`src/rtl/trace_capture_if.sv`:
```
// Byte-stream handshake carrying serialized trace frames.
// master drives tx_data/tx_valid, slave drives tx_ready.
interface trace_capture_if;
  logic [7:0] tx_data;
  logic       tx_valid;
  logic       tx_ready;

  modport master (
    output tx_data,
    output tx_valid,
    input  tx_ready
  );

  modport slave (
    input  tx_data,
    input  tx_valid,
    output tx_ready
  );
endinterface

```
`src/rtl/trace_capture.sv`:
```
// Commit-trace capture: buffers retired-instruction records, emits 17-byte frames.
// Ports: clk/rst_n, capture controls, core debug bundle, clear, tx stream, status.
module trace_capture #(
  parameter int DEPTH  = 8,
  parameter int DROP_W = 16
) (
  input  logic                     clk,
  input  logic                     rst_n,
  input  logic                     enable,
  input  logic                     effects_only,
  input  logic [31:0]              pc,
  input  logic [31:0]              instr,
  input  logic [31:0]              alu_result,
  input  logic [31:0]              write_data,
  input  logic                     reg_write,
  input  logic                     mem_write,
  input  logic                     pc_src,
  input  logic [3:0]               nzcv,
  input  logic                     clear,
  trace_capture_if.master          tx,
  output logic [$clog2(DEPTH):0]   fifo_count,
  output logic [DROP_W-1:0]        drop_count,
  output logic                     overflow,
  output logic                     busy
);

  localparam int AW = $clog2(DEPTH);
  localparam int FW = 136;

  typedef enum logic {
    IDLE,
    SEND
  } state_t;

  state_t          r_state;
  logic [FW-1:0]   r_mem [DEPTH];
  logic [AW:0]     r_wr;
  logic [AW:0]     r_rd;
  logic            r_lost;
  logic [DROP_W-1:0] r_drop;
  logic            r_ovf;
  logic [FW-9:0]   r_shift;
  logic [7:0]      r_tx_data;
  logic            r_tx_valid;
  logic [4:0]      r_idx;

  logic            w_cap;
  logic            w_full;
  logic            w_empty;
  logic            w_accept;
  logic            w_last;
  logic            w_pop;
  logic            w_push;
  logic            w_drop;
  logic [7:0]      w_hdr;
  logic [FW-1:0]   w_rec;
  logic [FW-1:0]   w_head;

  assign w_cap = enable &
    (~effects_only | reg_write | mem_write | pc_src);

  assign w_empty = (r_wr == r_rd);
  assign w_full  = (r_wr[AW] != r_rd[AW]) &&
                   (r_wr[AW-1:0] == r_rd[AW-1:0]);

  assign w_accept = r_tx_valid & tx.tx_ready;
  assign w_last   = (r_idx == 5'd16);

  // Head leaves the FIFO either from idle or right as the last
  // byte of the current frame is taken (back-to-back frames).
  assign w_pop = ~w_empty &
    ((r_state == IDLE) | (w_accept & w_last));

  // A full FIFO still accepts when the same edge frees a slot.
  assign w_push = w_cap & (~w_full | w_pop);
  assign w_drop = w_cap & w_full & ~w_pop;

  assign w_hdr = {reg_write, mem_write, pc_src, r_lost, nzcv};
  // Byte 0 in the low bits; each word little-endian after it.
  assign w_rec = {write_data, alu_result, instr, pc, w_hdr};

  assign w_head = r_mem[r_rd[AW-1:0]];

  always_ff @(posedge clk) begin
    if (w_push) begin
      r_mem[r_wr[AW-1:0]] <= w_rec;
    end
  end

  always_ff @(posedge clk or negedge rst_n) begin
    if (!rst_n) begin
      r_wr   <= '0;
      r_rd   <= '0;
      r_lost <= 1'b0;
    end else begin
      if (w_push) r_wr <= r_wr + 1'b1;
      if (w_pop)  r_rd <= r_rd + 1'b1;
      if (w_push)      r_lost <= 1'b0;
      else if (w_drop) r_lost <= 1'b1;
    end
  end

  always_ff @(posedge clk or negedge rst_n) begin
    if (!rst_n) begin
      r_drop <= '0;
      r_ovf  <= 1'b0;
    end else if (clear) begin
      r_drop <= {{(DROP_W-1){1'b0}}, w_drop};
      r_ovf  <= w_drop;
    end else if (w_drop) begin
      if (~&r_drop) r_drop <= r_drop + 1'b1;
      r_ovf <= 1'b1;
    end
  end

  always_ff @(posedge clk or negedge rst_n) begin
    if (!rst_n) begin
      r_state    <= IDLE;
      r_shift    <= '0;
      r_tx_data  <= 8'h00;
      r_tx_valid <= 1'b0;
      r_idx      <= 5'd0;
    end else begin
      unique case (r_state)
        IDLE: begin
          if (w_pop) begin
            r_shift    <= w_head[FW-1:8];
            r_tx_data  <= w_head[7:0];
            r_idx      <= 5'd0;
            r_tx_valid <= 1'b1;
            r_state    <= SEND;
          end
        end
        SEND: begin
          if (w_accept) begin
            if (!w_last) begin
              r_tx_data <= r_shift[7:0];
              r_shift   <= r_shift >> 8;
              r_idx     <= r_idx + 5'd1;
            end else if (w_pop) begin
              r_shift   <= w_head[FW-1:8];
              r_tx_data <= w_head[7:0];
              r_idx     <= 5'd0;
            end else begin
              r_tx_valid <= 1'b0;
              r_state    <= IDLE;
            end
          end
        end
        default: r_state <= IDLE;
      endcase
    end
  end

  assign tx.tx_data  = r_tx_data;
  assign tx.tx_valid = r_tx_valid;

  assign fifo_count = r_wr - r_rd;
  assign drop_count = r_drop;
  assign overflow   = r_ovf;
  assign busy       = ~w_empty | r_tx_valid;

endmodule

```
`src/flat_wrapper.sv`:
```
// flat-port wrapper written by rule: the top's interface ports become plain ports
module trace_capture_flat 
#(
  parameter int DEPTH  = 8,
  parameter int DROP_W = 16
)
  (clk, rst_n, enable, effects_only, pc, instr, alu_result, write_data, reg_write, mem_write, pc_src, nzcv, clear, fifo_count, drop_count, overflow, busy, tx_tx_data, tx_tx_valid, tx_tx_ready);
  trace_capture_if tx_i ();
  input  logic clk;
  input  logic rst_n;
  input  logic enable;
  input  logic effects_only;
  input  logic [31:0] pc;
  input  logic [31:0] instr;
  input  logic [31:0] alu_result;
  input  logic [31:0] write_data;
  input  logic reg_write;
  input  logic mem_write;
  input  logic pc_src;
  input  logic [3:0] nzcv;
  input  logic clear;
  output logic [$clog2(DEPTH):0] fifo_count;
  output logic [DROP_W-1:0] drop_count;
  output logic overflow;
  output logic busy;
  output wire logic [$bits(tx_i.tx_data)-1:0] tx_tx_data;
  output wire logic [$bits(tx_i.tx_valid)-1:0] tx_tx_valid;
  input wire logic [$bits(tx_i.tx_ready)-1:0] tx_tx_ready;
  assign tx_tx_data = tx_i.tx_data;
  assign tx_tx_valid = tx_i.tx_valid;
  assign tx_i.tx_ready = tx_tx_ready;
  trace_capture #(.DEPTH(DEPTH), .DROP_W(DROP_W)) u_core (.clk(clk), .rst_n(rst_n), .enable(enable), .effects_only(effects_only), .pc(pc), .instr(instr), .alu_result(alu_result), .write_data(write_data), .reg_write(reg_write), .mem_write(mem_write), .pc_src(pc_src), .nzcv(nzcv), .clear(clear), .tx(tx_i), .fifo_count(fifo_count), .drop_count(drop_count), .overflow(overflow), .busy(busy));
endmodule
```
`config.mk`:
```
export PLATFORM = sky130hd
export DESIGN_NAME = trace_capture_flat
export DESIGN_NICKNAME = d
export VERILOG_FILES = /design/src/rtl/trace_capture_if.sv /design/src/rtl/trace_capture.sv /design/src/flat_wrapper.sv
export SDC_FILE = /design/constraint.sdc
export NUM_CORES = 1
export LEC_CHECK = 0
export ABC_AREA = 1
export CORE_UTILIZATION = 55
export CTS_CLUSTER_SIZE = 25
export DETAILED_ROUTE_END_ITERATION = 16
export MAX_ROUTING_LAYER = met4
export PLACE_DENSITY = 0.76
export RECOVER_POWER = 100
export SLEW_MARGIN = 20
export SYNTH_ARGS = -nofsm -noshare
export SYNTH_HDL_FRONTEND = slang
export SYNTH_SLANG_ARGS = --single-unit
```
`constraint.sdc`:
```
create_clock -name clk -period 10.7 [get_ports clk]
set_clock_uncertainty 0.15 [all_clocks]
set_input_delay 2.14 -clock clk [delete_from_list [all_inputs] [get_ports clk]]
set_output_delay 2.14 -clock clk [all_outputs]
set_load 0.02 [all_outputs]
```
==> reports/metrics.csv <==
metric,value,unit
slew_viol_final,998,
swShare,33.4,%
yosysMostFrequentCell,edfxtp_1,
nets,4304,
hold_buffers,0,
synth_edf_count,1088,
cts_made_buffers,119,
place_ws,3.86,ns
die_x,304,um
r2r-start,u_core.r_rd[0]$_DFFE_PN0P_,
fmax,0.123,GHz
dominantRegCellSynth,edfxtp_1,
hp-class,flop to flop,
slowest_stage,clkbuf_1,
period_needed,8.16,ns
hold_depth,2,
num_rows,110,
final_util,62.5,%
synthArstFlopShare,13.4,%
die_y,304,um
p_comb_share,24.4,%
wl_per_cell,22.2,um
cts_sinks,1257,
grt_start_max_net_pins,240,
clkPwrFrac,29.4,%
synth_area_leaders,"edfxtp_1 65%, dfrtp_1 8.4%, nand2_1 5.4%",
intPower,9530,uW
drc,0,
violations,"max-capacitance violations, max-slew violations",
crit_path_frequent_cell,nand2_1,
ios,172,
hold_viol,0,
r2r_setup_slack,3.49,ns
via_count,32600,
ir_drop,0.231,mV
dp_hpwl,64.9,mm
syn_inst,4072,
clk_pin_slew,0.06,ns
rsz0062_at_grt,no,
syn_area,50100,um^2
synthTopCellsByCount,"1088 x edfxtp_1, 717 x nand2_1, 383 x nor2_1, 371 x nand3_1, 368 x o21ai_0",
start_util,55.6,%
htree_levels,3,
seq_area_frac_synth,73.7,%
viasPerCell,5.98,
synth.avg_cell_area,12.3,um^2
setup-tns-final,0,ns
arrival,8.32,ns
setup_viol,0,
yosysWarnings,0,
cp_data_required_time,10.87,ns
maxCapViolations,22,
path_cells,"dlygate4sd3_1, nand2_1, nand2_1, nand2_1, a21oi_1, nand2_1, nor3_1, clkbuf_1, buf_4",
ys_types,39,
synth_top_area_share,65.2,%
grt_pass1_vias,31800,
setup_ws,2.54,ns
port_buffers,171,
critPathMaxFanout,59,
cts_buffer_depth,3,
min_from,u_core.r_shift[16]$_DFFE_PN0P_,
drt_iter0_drc,3849,
drive_above_1_share,5.66,%
syn_to_final_growth,12.4,%
switching_power,4770,uW
worstReg2RegEnd,u_core.r_mem[6][111]$_DFFE_PP_,
grt_pass1_wl,185,mm
seq_power_share,46.3,%
routed_wl,121,mm
power_density,254,nW/um^2
synth_seq_cells,1257,
cp-end-kind,flop,
period_share,76.2,%
detail-route-antenna-nets,0,
start_kind,primary input,
post-cts-setup-buffers,0,
syn-num-nets,4222,
overflow,0,
whs_endpoint,u_core.r_shift[16]$_DFFE_PN0P_,
cts_resized,0,
crit_type,primary input to flop,
drt_first_pass_iters,6,
antenna_found_initial,27,
cts-root-buf,clkbuf_16,
rr_worst_depth,8,
cts_tree,built,
p_leak,0.0202,uW
status,"complete, but fails checks",
dieArea,92300,um^2
slowest_delay,1.71,ns
gp_congestion,0.852,
tightest_slew,3.96,ns
slew_headroom,-164,%
coreArea,90100,um^2
yosysTopAreaCell,edfxtp_1,
grtUsageTotal,26.7,%
clk_latency,0.71,ns
-- flip-flops by register name, indices dropped and copies added, names as in the netlist, 4 cells and up --
register           cells
u_core.drop_count     16
u_core.r_idx           5
u_core.r_mem        1088
u_core.r_rd            4
u_core.r_shift       128
u_core.r_wr            4
u_core.tx.tx_data      8
-- area by class of cell --
type | count | area, um^2
clock inverters | 64 | 667
well taps | 1176 | 1470
clock buffers | 161 | 3260
fillers | 6598 | 33800
diodes | 13 | 32.5
flip-flops and latches | 1257 | 36900
inverters | 185 | 711
multi-input cells | 2374 | 11300
repair buffers | 217 | 2030
-- critical path: cells and delay by family --
kind                   cells  cell delay, ns
buffers and inverters      3            3.28
and+or+nand+nor            5            2.37
AOI/OAI and AO/OA          1            0.42
-- cells by family after synthesis --
logic type                 Yosys count  share of synthesized area (%)
and+or+nand+nor                   1552                           13.0
DFF                               1257                           73.7
AOI/OAI and AO/OA                  801                           9.05
buffers and inverters              441                           3.86
xor gates and xnor gates            12                          0.210
adders and majority gates            9                          0.240
-- power groups by stage --
stage	clock network [uW]	registers, uW	logic, uW
after floorplan	0	6590	2450
final	4200	6610	3480
after CTS	4230	6580	3510
after global routing	4430	6660	3840
after global placement	0	6660	3390
after detailed placement	0	6670	3480
-- cell usage in the layout (no fill, tap or decap), types with 3 or more instances in the layout --
cell type and n:
nand2_1 720, nand4_1 56, nor2_2 4, xor2_1 10
clkbuf_16 119, o211ai_1 176, inv_6 6, o22ai_1 31
buf_4 28, inv_1 180, clkinv_4 3, nor3_1 6
clkbuf_1 45, clkinv_2 26, nor2_1 381, nand3_1 373
clkinv_1 9, nor2_4 3, buf_12 3, dfrtp_1 167
dlygate4sd3_1 166, bufinv_16 10, diode_2 13, o21ai_1 41
o21ai_0 369, nand2_2 5, clkbuf_8 12, a21oi_1 173
clkinvlp_4 8, ha_1 8, edfxtp_1 1088, o21bai_1 5
clkdlybuf4s50_1 4
-- worst max-delay path by stage --
stage / from / to / slack (ns) / cells after the start
finish: tx_tx_ready / u_core.r_mem[6][111]$_DFFE_PP_ / 2.54 / 9
global route: rst_n / u_core.r_shift[19]$_DFFE_PN0P_ / 2.10 / 2
CTS: u_core.r_rd[1]$_DFFE_PN0P_ / fifo_count[3] / 4.17 / 6
detailed placement: tx_tx_ready / u_core.r_mem[0][87]$_DFFE_PP_ / 3.86 / 8
global placement: tx_tx_ready / u_core.r_mem[0][92]$_DFFE_PP_ / 3.96 / 8
floorplan: tx_tx_ready / u_core.r_mem[3][0]$_DFFE_PP_ / -2.09 / 6
-- metrics by stage --
| stage | cell area (um^2) | hold slack (ns) | cells | power (uW) |
|---|---|---|---|---|
| 2_1_floorplan | 50100 | 0.292 | 4072 | 9050 |
| 3_5_place_dp | 52500 | 0.319 | 5208 | 10200 |
| 5_1_grt | 56300 | 0.349 | 5444 | 14900 |
| 6_report | 56300 | 0.334 | 5447 | 14300 |
| 3_3_place_gp | 52500 | 0.311 | 5208 | 10000 |
| 4_1_cts | 56400 | 0.334 | 5433 | 14300 |
-- per-layer routing --
layer | share of wire, % | routed length, um | track usage, % | up-vias
met4 | 3.2 | 3840 | 9.54 | 0
met1 | 40 | 47800 | 35.4 | 16000
met3 | 8.4 | 10100 | 3.60 | 240
met2 | 49 | 59000 | 42.8 | 1544
li1 | - | - | - | 14700
met5 | 0 | 0 | - | -
(Power assumes the default switching activity.)
